[config.mk]
export PLATFORM = sky130hd
export DESIGN_NAME = mem_access_unit
export DESIGN_NICKNAME = d
export VERILOG_FILES = /design/src/rtl/mem_access_unit.sv
export SDC_FILE = /design/constraint.sdc
export NUM_CORES = 1
export LEC_CHECK = 0
export CAP_MARGIN = 20
export CORE_MARGIN = 1
export CORE_UTILIZATION = 30
export CTS_BUF_LIST = sky130_fd_sc_hd__clkbuf_8
export CTS_CLUSTER_SIZE = 40
export DETAILED_ROUTE_END_ITERATION = 10
export HOLD_SLACK_MARGIN = 0.03
export MAX_ROUTING_LAYER = met4
export PLACE_DENSITY = 0.57
export SLEW_MARGIN = 15
export SYNTH_ARGS = -nofsm -noshare
export SYNTH_HDL_FRONTEND = slang
export SYNTH_SLANG_ARGS = --single-unit
[constraint.sdc]
create_clock -name clk -period 2 [get_ports clk]
set_input_delay 0.4 -clock clk [delete_from_list [all_inputs] [get_ports clk]]
set_output_delay 0.4 -clock clk [all_outputs]
set_load 0.02 [all_outputs]
[src/rtl/mem_access_unit.sv]
// Memory access unit: turns a single-cycle load/store request into a valid/ready
// bus transaction, stalls the core until the response (or a timeout) arrives.
module mem_access_unit #(
    parameter int ADDR_WIDTH     = 32,
    parameter int DATA_WIDTH     = 32,
    parameter int TIMEOUT_CYCLES = 64
) (
    input  logic                  clk,
    input  logic                  rst_n,
    input  logic                  mem_read,
    input  logic                  mem_write,
    input  logic [ADDR_WIDTH-1:0] addr,
    input  logic [DATA_WIDTH-1:0] write_data,
    output logic [DATA_WIDTH-1:0] read_data,
    output logic                  stall,
    output logic                  align_err,
    output logic                  mem_err,
    output logic                  bus_req_valid,
    input  logic                  bus_req_ready,
    output logic                  bus_we,
    output logic [ADDR_WIDTH-1:0] bus_addr,
    output logic [DATA_WIDTH-1:0] bus_wdata,
    input  logic                  bus_rsp_valid,
    input  logic [DATA_WIDTH-1:0] bus_rdata,
    input  logic                  bus_err
);

    localparam int CNT_W = (TIMEOUT_CYCLES > 2) ? $clog2(TIMEOUT_CYCLES) : 1;
    localparam logic [CNT_W-1:0] CNT_LAST = CNT_W'(TIMEOUT_CYCLES - 1);

    typedef enum logic [1:0] {
        ST_IDLE     = 2'd0,
        ST_REQ      = 2'd1,
        ST_WAIT_RSP = 2'd2,
        ST_DONE     = 2'd3
    } state_t;

    state_t           state_r;
    logic [CNT_W-1:0] tmo_cnt_r;
    logic             access_s;
    logic             aligned_s;
    logic             timeout_s;

    // Request decode, timeout detect and the combinational core-facing flags
    always_comb begin
        access_s  = mem_read | mem_write;
        aligned_s = (addr[1:0] == 2'b00);
        timeout_s = (tmo_cnt_r == CNT_LAST);
        stall     = 1'b0;
        align_err = 1'b0;
        case (state_r)
            ST_IDLE: begin
                stall     = access_s & aligned_s;
                align_err = access_s & ~aligned_s;
            end
            ST_REQ:      stall = 1'b1;
            ST_WAIT_RSP: stall = 1'b1;
            ST_DONE:     stall = 1'b0;
            default:     stall = 1'b0;
        endcase
    end

    // Access FSM with registered bus request, load data, error flag and timeout counter
    always_ff @(posedge clk or negedge rst_n) begin
        if (!rst_n) begin
            state_r       <= ST_IDLE;
            tmo_cnt_r     <= {CNT_W{1'b0}};
            read_data     <= {DATA_WIDTH{1'b0}};
            bus_addr      <= {ADDR_WIDTH{1'b0}};
            bus_wdata     <= {DATA_WIDTH{1'b0}};
            bus_req_valid <= 1'b0;
            bus_we        <= 1'b0;
            mem_err       <= 1'b0;
        end else begin
            mem_err <= 1'b0;
            case (state_r)
                ST_IDLE: begin
                    tmo_cnt_r <= {CNT_W{1'b0}};
                    if (access_s && aligned_s) begin
                        bus_addr      <= addr;
                        bus_wdata     <= write_data;
                        bus_we        <= mem_write;
                        bus_req_valid <= 1'b1;
                        state_r       <= ST_REQ;
                    end else begin
                        state_r <= ST_IDLE;
                    end
                end
                ST_REQ: begin
                    // An abort wins over a same-cycle accept: nothing completes in REQ.
                    if (timeout_s) begin
                        bus_req_valid <= 1'b0;
                        mem_err       <= 1'b1;
                        tmo_cnt_r     <= {CNT_W{1'b0}};
                        if (!bus_we) begin
                            read_data <= {DATA_WIDTH{1'b0}};
                        end else begin
                            read_data <= read_data;
                        end
                        state_r <= ST_DONE;
                    end else if (bus_req_ready) begin
                        bus_req_valid <= 1'b0;
                        tmo_cnt_r     <= tmo_cnt_r + CNT_W'(1);
                        state_r       <= ST_WAIT_RSP;
                    end else begin
                        tmo_cnt_r <= tmo_cnt_r + CNT_W'(1);
                        state_r   <= ST_REQ;
                    end
                end
                ST_WAIT_RSP: begin
                    if (bus_rsp_valid) begin
                        mem_err   <= bus_err;
                        tmo_cnt_r <= {CNT_W{1'b0}};
                        if (!bus_we) begin
                            read_data <= bus_err ? {DATA_WIDTH{1'b0}} : bus_rdata;
                        end else begin
                            read_data <= read_data;
                        end
                        state_r <= ST_DONE;
                    end else if (timeout_s) begin
                        mem_err   <= 1'b1;
                        tmo_cnt_r <= {CNT_W{1'b0}};
                        if (!bus_we) begin
                            read_data <= {DATA_WIDTH{1'b0}};
                        end else begin
                            read_data <= read_data;
                        end
                        state_r <= ST_DONE;
                    end else begin
                        tmo_cnt_r <= tmo_cnt_r + CNT_W'(1);
                        state_r   <= ST_WAIT_RSP;
                    end
                end
                ST_DONE: begin
                    tmo_cnt_r <= {CNT_W{1'b0}};
                    state_r   <= ST_IDLE;
                end
                default: begin
                    bus_req_valid <= 1'b0;
                    tmo_cnt_r     <= {CNT_W{1'b0}};
                    state_r       <= ST_IDLE;
                end
            endcase
        end
    end

endmodule

======== After elaboration in Yosys (flattened, before gate mapping) ========
Index checks and enable logic that the tools add are counted.
operators by class
  add/sub/neg operators ................... 1
  equality and inequality tests ........... 7
  mux-type cells .......................... 24
  bitwise logic cells ..................... 4
  reduce and logical (&&, ||, !) cells .... 10
operator list
  kind                                                                   count
  32-bit 2-to-1 mux                                                      5
  32-bit case mux with 2 select lines                                    1
  6-bit case mux with 3 select lines                                     1
  6-bit 2-to-1 mux                                                       2
  1-bit 2-to-1 mux                                                       9
  2-bit case mux with 4 select lines                                     1
  6-bit by 1-bit adder with 6-bit output, second input constant          1
  6-bit equality test, second input constant                             1
  3-bit != test, second input constant                                   2
  2-bit equality test, second input constant                             2
  2-bit logical NOT                                                      2
  2-bit 2-to-1 mux                                                       2
  1-bit case mux with 2 select lines                                     2
  2-bit AND reduction                                                    2
  2-bit nonzero test                                                     2
  2-bit OR reduction                                                     2
  1-bit case mux with 3 select lines                                     1
  3-bit AND reduction                                                    1
  1-bit bitwise AND                                                      2
  2-bit by 1-bit equality test with 1-bit output, second input constant  1
  2-bit != test, second input constant                                   1
  1-bit logical AND                                                      1
  1-bit inverter                                                         1
  1-bit bitwise OR                                                       1
storage, ports and cells
  flip-flop bits (word level) ............. 107
  input port bits ......................... 103
  output and inout port bits .............. 101
  logic and storage cells ................. 54

======== Depth between registers and ports, before layout ========
Gate-level depths: netlist of run 1.
  depth in word-level cells ............... 4
  depth in mapped cells ................... 7
  depth with buffers taken out ............ 5

======== Worst setup path after synthesis of run 1 ========
OpenSTA, ideal clock, no wires.
  path type ............................... register -> register
  from .................................... register state_r[0]
  to ...................................... register bus_addr[22]
  setup time .............................. 128 ps
  data arrival time ....................... 1,574 ps
  data required time ...................... 1,872 ps
  setup slack ............................. 298 ps
  stages on the path, launching flop included .. 8
  path buffers ............................ 2
  clock period less this slack ............ 1,702 ps
  cells stage by stage .................... dfrtp_1 > inv_1 > ha_1 > o21ai_1 > nor3_2 > buf_6 > buf_6 > mux2_1
between the ends
  word-level cells in the longest chain between the ends .. 2
ends and longest elaborated chain
  what                           line  RTL
  start, declared                38    state_t state_r;
  start signal, assigned         66    state_r <= ST_IDLE;
  start signal, assigned         84    state_r <= ST_REQ;
  start signal, assigned         86    state_r <= ST_IDLE;
  2-bit logical NOT              76    case (state_r)
  2-bit AND reduction (no line)  --
  end signal, assigned           69    bus_addr <= {ADDR_WIDTH{1'b0}};
  end signal, assigned           80    bus_addr <= addr;
  end, declared                  21    output logic [ADDR_WIDTH-1:0] bus_addr,
Every way passes these cells.
A chain may end at the register's enable or synchronous reset.

======== Worst setup path after layout of run 1 ========
  from .................................... input port mem_write
  to ...................................... output port stall
between the ends
  word-level cells in the longest chain between the ends .. 3
ends and longest elaborated chain
  what                                line  RTL
  start, declared                     11    input logic mem_write,
  1-bit bitwise OR                    46    access_s = mem_read | mem_write;
  1-bit bitwise AND                   53    stall = access_s & aligned_s;
  1-bit case mux with 3 select lines  51    case (state_r)
  end, declared                       15    output logic stall,
Every way passes these cells.

==> impl_metrics.toml, run 1 <==
[status]
outcome = "complete, no violations"

[synthesis]
yosysMostFrequentCell = "dfrtp_1"
synth-edff-count = 0
synth_top_cell_area_share = 0.5664
synth_cell_types = 37
synth_xor_area_frac = 0.005558
yosys_most_used_dff = "dfrtp_1"
synth_top_family_by_area = "multiplexers"
synthAdderAreaFrac = 0.01323
synth_nets = 484
synth_commonest_cells = "107 x dfrtp_1, 66 x nand2_1, 43 x mux2_4"
syn-cell-area_sq_um = 4727
syn_avg_cell_area_sq_um = 12.57
synth_top_area_cell = "dfrtp_1"
async_flop_share = 1.000
ys.warnings.count = 0
ys_ff_latch = 107
synth-compound-area-share = 0.08311
synth_cells = 376
seq_area_frac_synth = 0.5664
synth_area_leaders = "dfrtp_1 57%, mux2_4 14%, o221ai_1 5.9%"
synth-simple-area-share = 0.08205
synth_mux_area_frac = 0.1866

[sta]
drv_slew = 0
worst_pin_slew_ns = 0.6263
min_period_over_period = 0.9560
period_minus_slack_ns = 1.912
relSlewSlack = 0.5825
skew_ns = 0.008999
setup_tns_ns = 0
fin_ws_ns = 0.08795
grt_setup_unrepaired = "no"
setup_viol = 0
fmax_mhz = 523.0
whs_ns = 0.05566
hold_viol = 0

[worst_setup_path]
cp-start-kind = "input pin"
crit_slowest_cell = "clkdlybuf4s50_1"
setup.worst_path.end_class = "primary output"
cp_data_required_time_ns = 1.60
crit_arrival_ns = 1.51
cpPeakStageDelay_ns = 0.47
crit_chain = "clkdlybuf4s50_1, nor2_1, nor3_1, mux2_2, buf_2"
criticalPathCategory = "in -> out"
timing.critical_path.buf_inv = 2
crit_family = "buffers and inverters"
crit_fanout = 4

[final_layout]
n_antenna_cell = 0
fillers = 1409
post-route-util = 0.4901
area_delta_synth_final_pct = 58.79
instances_no_fill = 822
drive_gt1_frac = 0.1980
nets = 714

[power_and_ir_drop]
power.density_nw_per_um2 = 1399
p_leak_nw = 3.390
peakVddDrop_mv = 0.6470

[min_path]
hold_class = "in -> async"

[clock_network]
cts_root_buffer = "clkbuf_8"
cts_htree_levels = 3
clk_latency_ns = 0.38
ctsHoldBuffers = 0
clk_path_buf_depth = 2
cts_sinks = 107
path_clk_slew_ns = 0.09
cts-buffers-inserted = 9
cts_tree = "yes"

[floorplan]
rows = 45
ios = 204
start_util = 0.3087
fp.dieW_um = 127.5
die_h_um = 127.5
fp.dieArea_sq_um = 16260
coreArea_sq_um = 15310

[place]
dp_slack_ns = -0.2929
dp_cells = 803
place_hpwl_mm = 9.006
gp_congestion = 0.7538
port_buffers = 203

[global_routing]
antenna_found_initial = 0
grt_max_degree = 108
grt_overflow = 0
first_global_vias = 3776
grt_pass1_wl_mm = 19.81
track_usage = 0.1625

[routing]
drt_wl_total_mm = 12.57
vias = 3665
drcViolationCount = 0
drt_iter0_drc = 120
viasPerCell = 4.459
first_pass_iters = 4
wire_per_inst_um = 15.30
final_antenna_net_count = 0

[job]
cap_violations = 0
where the power goes:
group	total [mW]	switching [mW]	internal, mW
clock network	1.75	0.752	0.994
registers	3.52	0.506	3.01
logic	5.24	2.37	2.87
final timing paths:
path / startpoint / to / slack, ns / depth (start not counted)
setup / recovery: mem_write / stall / 0.09 / 5
max in group asynchronous: rst_n / bus_wdata[27] / 1.43 / 2
setup reg to reg: flip-flop / bus_addr[22] / 0.13 / 8
hold / removal: rst_n / read_data[4] / 0.06 / 2
hold reg to reg: tmo_cnt_r[0] / tmo_cnt_r[0] / 0.46 / 1
min in group clk: tmo_cnt_r[0] / tmo_cnt_r[0] / 0.46 / 1
metal layers:
metal / GRT usage / up-vias / routed length, um
met5: - / - / 0
met3: 0.04564 / 10 / 780
met2: 0.2662 / 132 / 6250
met1: 0.1971 / 1772 / 5394
li1: - / 1751 / -
met4: 0.04132 / 0 / 148
through the flow:
step	instance area, sq um	power [mW]
after floorplan	4727	6.240
after global placement	7203	8.703
after detailed placement	7203	8.790
after CTS	7502	10.64
after global routing	7506	11.09
final	7506	10.50
timing repair:
item,in CTS,in global routing
buffers inserted,2,1
setup endpoints to repair,3,3
gates resized for setup,11,2
cells by family (layout without fill, tap and decap cells):
logic type / count (synthesis) / after routing
AOI/OAI and AO/OA: 48 / 48
xor gates and xnor gates: 3 / 3
adders and majority gates: 5 / 5
buffers and inverters: 58 / 293
DFF: 107 / 107
muxes: 64 / 64
and+or+nand+nor: 91 / 91
sequential cells by signal (all words and copies together), names as in the netlist, named ones only:
name	cells
bus_addr	32
bus_wdata	32
read_data	32
tmo_cnt_r	6
bus_req_valid	1
bus_we	1
mem_err	1
state_r	1
cells in the final DEF (no fill, tap or decap), types with 2 or more instances in the layout:
| cell | count |
|---|---|
| clkdlybuf4s50_1 | 200 |
| inv_1 | 36 |
| buf_12 | 5 |
| a31o_2 | 2 |
| mux2_1 | 10 |
| inv_2 | 2 |
| ha_1 | 3 |
| o221ai_1 | 32 |
| mux2_4 | 43 |
| xnor2_1 | 2 |
| buf_2 | 2 |
| nand2_1 | 66 |
| a31oi_1 | 2 |
| bufinv_16 | 4 |
| buf_4 | 32 |
| nor2b_1 | 3 |
| nand3_1 | 3 |
| mux2_2 | 11 |
| nor3_4 | 2 |
| o21ai_0 | 2 |
| clkbuf_8 | 10 |
| o211ai_1 | 2 |
| dfrtp_1 | 106 |
| nor2_1 | 11 |
final cells by class:
cell class | count | area, sq um | area share
Inverter | 38 | 142.6 | 0.01900
Multi-Input combinational cell | 211 | 1794 | 0.2390
Sequential cell | 107 | 2679 | 0.3569
Clock inverter | 6 | 136.4 | 0.01817
Timing Repair Buffer | 239 | 2352 | 0.3134
Clock buffer | 10 | 137.6 | 0.01834
Tap cell | 211 | 264.0 | 0.03517
No activity file was read; power rests on OpenSTA's default activity.
==> run 2: changes to the inputs <==
--- a/config.mk
+++ b/config.mk
@@ -8,7 +8,6 @@
 export CAP_MARGIN = 20
 export CORE_MARGIN = 1
 export CORE_UTILIZATION = 30
-export CTS_BUF_LIST = sky130_fd_sc_hd__clkbuf_8
 export CTS_CLUSTER_SIZE = 40
 export DETAILED_ROUTE_END_ITERATION = 10
 export HOLD_SLACK_MARGIN = 0.03
==> run 2 against run 1 <==
Compared with the run above: core utilization grew 0.58 points; combinational power about the same; critical path depth rose by 3; hold slack improved by 0.036 ns; total power increased by 4.1%; first-iteration DRC count rose by 1.7%; clock skew down 0.0028 ns; clock power is 25% higher; largest power group unchanged.
==> impl_metrics.toml, run 2 (synthesized netlist as in run 1, its figures left out) <==
[status]
outcome = "complete, no violations"

[routing]
drt_iter0_drc = 122
drcViolationCount = 0
vias = 3675
final_antenna_net_count = 0
first_pass_iters = 4
drt_wl_total_mm = 12.61
viasPerCell = 4.482
wire_per_inst_um = 15.37

[place]
gp_congestion = 0.7538
place_area_sq_um = 7203
dp_slack_ns = -0.2929
place_hpwl_mm = 9.006
port_buffers = 203

[min_path]
hold_class = "in -> async"

[floorplan]
start_util = 0.3087
fp.dieArea_sq_um = 16260
ios = 204
coreArea_sq_um = 15310
die_h_um = 127.5
rows = 45
fp.dieW_um = 127.5

[final_layout]
fin_area_sq_um = 7595
final_common_cell = "clkdlybuf4s50_1"
fillers = 1394
nets = 712
multiInputGateArea_sq_um = 1794
post-route-util = 0.4959
top_regs = "bus_addr (32), bus_wdata (32), read_data (32)"
drive_gt1_frac = 0.1954
final_cell_mix = "199 x clkdlybuf4s50_1, 106 x dfrtp_1, 66 x nand2_1, 43 x mux2_4, 36 x inv_1"
register_area_sq_um = 2679
n_antenna_cell = 0
area_delta_synth_final_pct = 60.67

[sta]
grt_setup_unrepaired = "no"
hold_viol = 0
relSlewSlack = 0.5806
worst_pin_slew_ns = 0.6291
period_minus_slack_ns = 1.860
setup_viol = 0
fmax_mhz = 537.5
setup_tns_ns = 0
drv_slew = 0
skew_ns = 0.006173
min_period_over_period = 0.9302
fin_ws_ns = 0.1396

[clock_network]
cts_root_buffer = "clkbuf_16"
cts_sinks = 107
cts-buffers-inserted = 9
cts_tree = "yes"
clk_path_buf_depth = 2
ctsHoldBuffers = 0
clk_latency_ns = 0.35
path_clk_slew_ns = 0.07
cts_htree_levels = 3

[worst_setup_path]
r2r_setup_slack_ns = 0.14
crit_family = "buffers and inverters"
timing.rr.start = "state_r[0]"
crit_path_frequent_cell = "buf_4"
cp-start-kind = "flip-flop"
rr_worst_depth = 8
crit_fanout = 18
crit_slowest_cell = "dfrtp_1"
crit_arrival_ns = 2.09
criticalPathCategory = "reg -> reg"
crit_chain = "inv_2, ha_1, o21ai_1, buf_4, nor3_4, buf_12, buf_4, mux2_1"
worstReg2RegEnd = "bus_addr[27]"
cpPeakStageDelay_ns = 0.39
setup.worst_path.end_class = "flip-flop"
timing.critical_path.buf_inv = 4
cp_data_required_time_ns = 2.23

[power_and_ir_drop]
pwr-share-comb = 0.478
power.internal_mw = 7.253
sw_frac_of_total = 0.3369
p_total_mw = 10.94
power.density_nw_per_um2 = 1440
peakVddDrop_mv = 0.7188
p_seq_frac = 0.322
clkPwrFrac = 0.201
p_sw_mw = 3.685
p_leak_nw = 3.436

[global_routing]
grt_max_degree = 108
grt_overflow = 0
first_global_vias = 3774
track_usage = 0.1621
grt_pass1_wl_mm = 19.77
antenna_found_initial = 0

[job]
cap_violations = 0
==> run 2: cell count changes in the layout (fill, tap and decap cells not counted), sizes merged <==
cell	delta
buf	-3
clkbuf	+1
clkdlybuf4s50	-1
dlymetal6s2s	+1
==> run 2: cell type report <==
type,instances,area share
clock buffers,10,0.03147
clock inverters,6,0.01796
inverters,38,0.01878
multi-input cells,211,0.2362
flip-flops and latches,107,0.3527
well taps,211,0.03476
repair buffers,237,0.3081
==> run 2: layer usage <==
metal | part of all wire | track usage
met5 | 0 | -
met4 | 0.012 | 0.03922
met2 | 0.49 | 0.2642
met3 | 0.062 | 0.04564
met1 | 0.44 | 0.1984
==> run 2: power by group through the flow <==
stage	logic, mW	registers [mW]	clock network, mW
finish	5.22	3.52	2.19
global route	5.55	3.64	2.34
CTS	5.27	3.54	2.26
detailed placement	5.23	3.56	0
global placement	5.17	3.53	0
floorplan	1.72	4.52	0
==> run 2: per-stage QoR <==
stage,hold WS [ns],cells
4_1_cts,0.1452,819
2_1_floorplan,0.1044,376
3_3_place_gp,0.4490,803
5_1_grt,0.1684,820
3_5_place_dp,0.4525,803
6_report,0.09158,820
==> run 2: worst max path at each step <==
stage / start / to / depth (start not counted)
6_report: state_r[0] / bus_addr[27] / 8
3_5_place_dp: mem_write / stall / 5
4_1_cts: flip-flop / stall / 4
2_1_floorplan: state_r[0] / bus_addr[22] / 7
5_1_grt: state_r[0] / bus_addr[27] / 8
3_3_place_gp: mem_write / stall / 5
==> run 2: what timing repair did <==
item	CTS	global route
resized for setup	8	5
setup endpoints to repair	2	4
setup buffers	0	1
==> run 2: worst register-to-register path, delay by kind of cell, from the launching register on <==
kind	cells	cell delay [ns]
buf+inv	4	0.61
flops	1	0.39
fa+ha+maj	1	0.18
simple gates	1	0.14
compound gates	1	0.10
mux	1	0.33
==> run 3: changes to the inputs <==
--- a/config.mk
+++ b/config.mk
@@ -12,7 +12,7 @@
 export DETAILED_ROUTE_END_ITERATION = 10
 export HOLD_SLACK_MARGIN = 0.03
 export MAX_ROUTING_LAYER = met4
-export PLACE_DENSITY = 0.57
+export PLACE_DENSITY_LB_ADDON = 0.15
 export SLEW_MARGIN = 15
 export SYNTH_ARGS = -nofsm -noshare
 export SYNTH_HDL_FRONTEND = slang
==> run 3 against run 2 <==
Compared with the run above: clock-buffer cell count up 1; sequential power about the same; global-route usage down 0.088 points.
==> impl_metrics.toml, run 3 (synthesized netlist as in run 1, its figures left out) <==
[status]
outcome = "complete, no violations"

[final_layout]
area_delta_synth_final_pct = 58.21
top_regs = "bus_addr (32), bus_wdata (32), read_data (32)"
final_common_cell = "clkdlybuf4s50_1"
final_cell_mix = "200 x clkdlybuf4s50_1, 106 x dfrtp_1, 66 x nand2_1, 43 x mux2_4, 38 x inv_1"
drive_gt1_frac = 0.1794
n_antenna_cell = 0
post-route-util = 0.4883
nets = 705
fin_area_sq_um = 7478
fillers = 1437

[global_routing]
grt_overflow = 0
grt_pass1_wl_mm = 19.62
antenna_found_initial = 0
grt_max_degree = 35
first_global_vias = 3813
track_usage = 0.1612

[sta]
drv_slew = 0
fin_ws_ns = 0.06972
period_minus_slack_ns = 1.930
setup_viol = 0
hold_viol = 0
whs_ns = 0.4750
skew_ns = 0.006314
worst_pin_slew_ns = 0.4334
fmax_mhz = 518.1
grt_setup_unrepaired = "no"
relSlewSlack = 0.7111
min_period_over_period = 0.9651

[routing]
first_pass_iters = 4
viasPerCell = 4.474
drt_iter0_drc = 114
drcViolationCount = 0
vias = 3637
wire_per_inst_um = 15.15
drt_wl_total_mm = 12.32
final_antenna_net_count = 0

[job]
cap_violations = 0

[place]
gp_congestion = 0.7795
port_buffers = 203
dp_slack_ns = -0.4402
place_area_sq_um = 7176
place_hpwl_mm = 9.030

[power_and_ir_drop]
power.density_nw_per_um2 = 1385
p_total_mw = 10.36
peakVddDrop_mv = 0.7053
p_leak_nw = 3.363

[floorplan]
rows = 45
coreArea_sq_um = 15310
fp.dieArea_sq_um = 16260
die_h_um = 127.5
ios = 204
start_util = 0.3087
fp.dieW_um = 127.5

[clock_network]
cts_sinks = 107
clk_path_buf_depth = 2
cts_root_buffer = "clkbuf_16"
path_clk_slew_ns = 0.07
cts_htree_levels = 3
cts-buffers-inserted = 9
cts_tree = "yes"
clk_latency_ns = 0.35

[min_path]
hold_class = "reg -> reg"

[worst_setup_path]
cp-start-kind = "flip-flop"
cp_data_required_time_ns = 1.60
crit_fanout = 3
crit_arrival_ns = 1.53
criticalPathCategory = "reg -> out"
setup.worst_path.end_class = "primary output"
-- run 3: path summary, 6_finish.rpt --
| kind | slack [ns] | start | depth (start not counted) | endpoint |
|---|---|---|---|---|
| max in group asynchronous | 0.87 | rst_n | 3 | bus_we |
| min reg2reg | 0.47 | tmo_cnt_r[0] | 1 | tmo_cnt_r[0] |
| max | 0.07 | state_r[0] | 4 | stall |
| min | 0.47 | tmo_cnt_r[0] | 1 | tmo_cnt_r[0] |
| max reg2reg | 0.10 | state_r[0] | 8 | bus_addr[27] |
| min in group asynchronous | 0.51 | rst_n | 2 | bus_wdata[28] |
-- run 3: final cells by class --
type	count	area, sq um	share of cell area
Clock inverter	5	35.03	0.004685
Tap cell	211	264.0	0.03530
Sequential cell	107	2679	0.3582
Timing Repair Buffer	230	2312	0.3092
Inverter	38	142.6	0.01907
Clock buffer	11	252.7	0.03380
Multi-Input combinational cell	211	1793	0.2398
-- run 3: report_power, final --
| group | internal (mW) | switching [mW] |
|---|---|---|
| clock | 0.915 | 0.795 |
| combinational | 2.79 | 2.32 |
| sequential | 3.02 | 0.521 |
| total | 6.72 | 3.63 |
-- run 3: repair_timing --
action,4_1_cts,5_1_grt
endpoints found under the hold margin,23,0
setup buffers,0,0
hold buffers,1,0
setup endpoints to repair,3,3
gates resized for setup,7,3
-- run 3: per-layer routing --
metal	up-vias	wire length, um	track usage
met3	10	793	0.04439
met1	1768	5632	0.2008
met4	0	129	0.04412
met2	129	5764	0.2572
li1	1730	-	-
met5	-	0	-
-- run 3: worst max-delay path: stages (launching register included) --
cell and delay [ns]:
dfrtp_1 0.40, inv_1 0.12, ha_1 0.25, mux2_2 0.26, buf_2 0.16
-- run 3: per-stage QoR --
step	TNS, ns	std cells
floorplan	0	376
global placement	-10.44	796
detailed placement	-10.33	796
CTS	0	813
global route	0	813
finish	0	813
==> RTL change 1, RTL diff (flow settings as in run 1) <==
Reset style: synchronous (`rst_n`), changed in one clocked block.
--- a/src/rtl/mem_access_unit.sv
+++ b/src/rtl/mem_access_unit.sv
@@ -62,5 +62,5 @@
 
     // Access FSM with registered bus request, load data, error flag and timeout counter
-    always_ff @(posedge clk or negedge rst_n) begin
+    always_ff @(posedge clk) begin
         if (!rst_n) begin
             state_r       <= ST_IDLE;
Check against the original RTL: differs if rst_n is asserted again (counterexample within 4 cycles, from zero or initial values and one cycle with rst_n low); with rst_n held inactive, the same outputs for 4 cycles.
==> RTL change 1 against run 1 <==
Synthesized area shrank 12%; worst setup slack lost 38 ps; cell area shrank 14%; count of clock-buffer cells in the layout is the same; wire length shrank 8.2%; sequential cell count is the same.
Power is not compared: it rests on default switching activity, and its combinational part moved more than twofold at a synthesized area within 25%.
==> RTL change 1: results (changes against run 1) <==
Worst setup path
  – Endpoint of the lowest-slack register-to-register path: bus_addr[16]
  – Slowest cell on the critical path: sky130_fd_sc_hd__dfxtp_2
  – Reg-to-reg slack, setup: 270 ps (+140 ps)
  – Worst-case reg-to-reg path depth: 7 (-1)
  – Largest stage delay, worst path: 350 ps (-120 ps)
  – Top cell family by delay on the critical path: flip-flops
  – Data arrival at the endpoint of the critical path: 1550 ps (+40 ps)

GRT
  – Met2 Resource Use GR: 26.4% (-0.21 points)
  – Number of global-route vias before repair: 3729 (-1.2%)
  – Maximum number of pins on one net before global-route repair: 66 (-39%)

Yosys
  – Multiplexer share of the synthesized area: 0.271% (-18 points)
  – Avg Cell Area, Syn: 9.25 sq um (-26%)
  – Parity-gate share of the synthesized area counting xor and xnor cells: 0.844% (+0.29 points)
  – Sequential share of the synthesized area: 51.6% (-5.0 points)
  – Number of distinct library cell variants in the gate-level netlist after synthesis: 34 (-8.1%)

Cells and area
  – Fillcell total: 1311 (-7.0%)

Status
  – Run status: finished clean

Timing
  – Post-Route Hold Slack: 462 ps (+407 ps)
  – Worst-Margin Slew: 450 ps (-176 ps)

Placement
  – Dpl ws: -238 ps (+54.5 ps)
  – Dpl hpwl: 8.04 mm (-11%)

CTS
  – Number of buffers inserted by post-CTS setup repair: 0 (-2)

Route
  – Violation count after the first detailed-route iteration: 127 (+5.8%)
  – Per-cell routed wire length: 14.1 um (-8.0%)
  – Met3 Wirelength: 900 um (+15%)

Worst hold path
  – Kind of path behind the tightest hold check: register to register
-- RTL change 1: cell types whose count changed after synthesis, sizes merged, moves of 32 or more --
cell / before / now
dfrtp: 107 / 0
a21boi: 1 / 64
nand2: 66 / 131
inv: 38 / 4
dfxtp: 0 / 107
a22oi: 0 / 32
mux2: 64 / 1
o221ai: 32 / 0
-- RTL change 1: cell families (layout without fill, tap and decap cells) --
logic type	count (synthesis)	in the layout
compound gates	109	109
xor+xnor	4	4
fa+ha+maj	5	5
buf+inv	36	231
flops	107	107
mux	1	1
simple gates	187	187
-- RTL change 1: cell type report --
cell class | count | area [sq um] | area share [%]
Sequential cell | 107 | 2140 | 33.0
Multi-Input combinational cell | 306 | 1800 | 27.7
Clock buffer | 10 | 138 | 2.12
Inverter | 4 | 15.0 | 0.231
Clock inverter | 1 | 5.00 | 0.0771
Tap cell | 176 | 220 | 3.39
Timing Repair Buffer | 216 | 2170 | 33.4
-- RTL change 1: stage by stage --
| step | cell area [sq um] | util, % |
|---|---|---|
| floorplan | 4150 | - |
| global placement | 6350 | 47.6 |
| detailed placement | 6350 | 47.6 |
| CTS | 6490 | 48.6 |
| global route | 6490 | 48.6 |
| finish | 6490 | 48.6 |
-- RTL change 1: timing repair --
item / in CTS / in global routing
gates cloned: 0 / 0
resized for setup: 6 / 2
endpoints found under the setup margin: 2 / 2
-- RTL change 1: worst max path at each step --
stage | slack [ps] | end | cells past startpoint | startpoint
after floorplan | 430 | read_data[0] | 7 | state_r[0]
after global placement | -220 | stall | 5 | mem_write
after detailed placement | -240 | stall | 5 | mem_write
after CTS | 20 | stall | 4 | state_r[0]
after global routing | -30 | stall | 4 | state_r[0]
final | 50 | stall | 4 | state_r[0]
==> RTL change 2, RTL diff (flow settings as in run 1) <==
Without the edit above. Set the parameter `TIMEOUT_CYCLES` to 32 (it was 64).
--- a/src/rtl/mem_access_unit.sv
+++ b/src/rtl/mem_access_unit.sv
@@ -4,5 +4,5 @@
     parameter int ADDR_WIDTH     = 32,
     parameter int DATA_WIDTH     = 32,
-    parameter int TIMEOUT_CYCLES = 64
+    parameter int TIMEOUT_CYCLES = 32
 ) (
     input  logic                  clk,
Check against the original RTL: same outputs for any inputs over 4 cycles, from zero or initial values and one cycle with rst_n low; that may be too few to reach the edited logic, so the function may still have changed.
==> RTL change 2 against run 1 <==
The flow now finishes with violations (setup timing); first-iteration DRC count down 30%; die area down 14%; power down 17%; clock skew about the same; wire length down 19%; fmax down 4.4%; cell area down 11%; utilization up 1.2 points; synthesized area down 14%; sequential cell count down 1; via count down 19%; worst setup slack worse by 88 ps; highest routed layer unchanged.
==> RTL change 2: results (changes against run 1) <==
Cells and area
  – Number of nets in the final layout: 590 (-17%)
  – Clock-cell share of area: 2.92% (-0.73 points)
  – Non-Clock Inverter Count: 5 (-87%)
  – Fin cells: 661 (-20%)
  – Fillcell total: 1178 (-16%)

Worst setup path
  – Data arrival at the endpoint of the critical path: 1600 ps (+90 ps)
  – Largest stage delay, worst path: 400 ps (-70 ps)
  – Largest fanout on the critical path: 2 (-2)

Placement
  – GP Congestion: 0.793 (+5.2%)
  – Dpl ws: -454 ps (-161 ps)
  – Dpl hpwl: 7.32 mm (-19%)
  – Placement Cell Area: 0.00640 sq mm (-11%)

GRT
  – Maximum number of pins on one net before global-route repair: 49 (-55%)
  – Wire length of the first global-routing pass: 16.2 mm (-18%)
  – Number of global-route vias before repair: 3072 (-19%)

Yosys
  – Fraction of the mapped netlist area in compound gates: 9.11% (+0.80 points)
  – Multiplexer share of the synthesized area: 17.7% (-0.93 points)
  – Synthesized Nets: 369 (-24%)
  – Sequential share of the synthesized area: 65.3% (+8.6 points)
  – Number of cells produced by synthesis: 260 (-31%)

Timing
  – Total Neg Setup Slack: -0.177 ps (-0.177 ps)
  – Final Setup Violations: 1 (+1)
  – Post-route setup slack: -0.177 ps (-88.1 ps)

Power and ir drop
  – Cell leakage power: 0.00278 uW (-18%)
  – Comb. pwr: 3990 uW (-24%)

Floorplan
  – CORE AREA: 0.0132 sq mm (-14%)

Route
  – Per-cell routed wire length: 15.4 um (+0.73%)
  – Violation count after the first detailed-route iteration: 84 (-30%)
  – Vias per inst: 4.48 (+0.54%)

Status
  – Failing checks: setup timing
  – Run status: finished with violations

CTS
  – Total clock sinks: 106 (-0.93%)
  – Post-CTS Hold Buffers: 1 (+1)
## RTL change 2: cell count changes after synthesis, sizes merged, moves of 3 or more
| cell | delta |
|---|---|
| a22o | +32 |
| buf | -4 |
| clkbuf | -4 |
| inv | -33 |
| nand2 | -65 |
| nor2 | -6 |
| o21ai | +3 |
| o221ai | -32 |
## RTL change 2: metal layers
metal | up-vias | wire, um
li1 | 1379 | -
met1 | 1440 | 4710
met2 | 135 | 4660
met3 | 9 | 702
met4 | 0 | 104
met5 | - | 0
## RTL change 2: path summary, 6_finish.rpt
check	end	cells past startpoint	slack, ps	startpoint
min	bus_wdata[30]	2	460	rst_n
max in group asynchronous	bus_addr[4]	3	980	rst_n
max reg2reg	bus_wdata[13]	8	60	register
max	stall	6	-0.2	register
min in group clk	tmo_cnt_r[0]	1	480	tmo_cnt_r[0]
min reg2reg	tmo_cnt_r[0]	1	480	tmo_cnt_r[0]
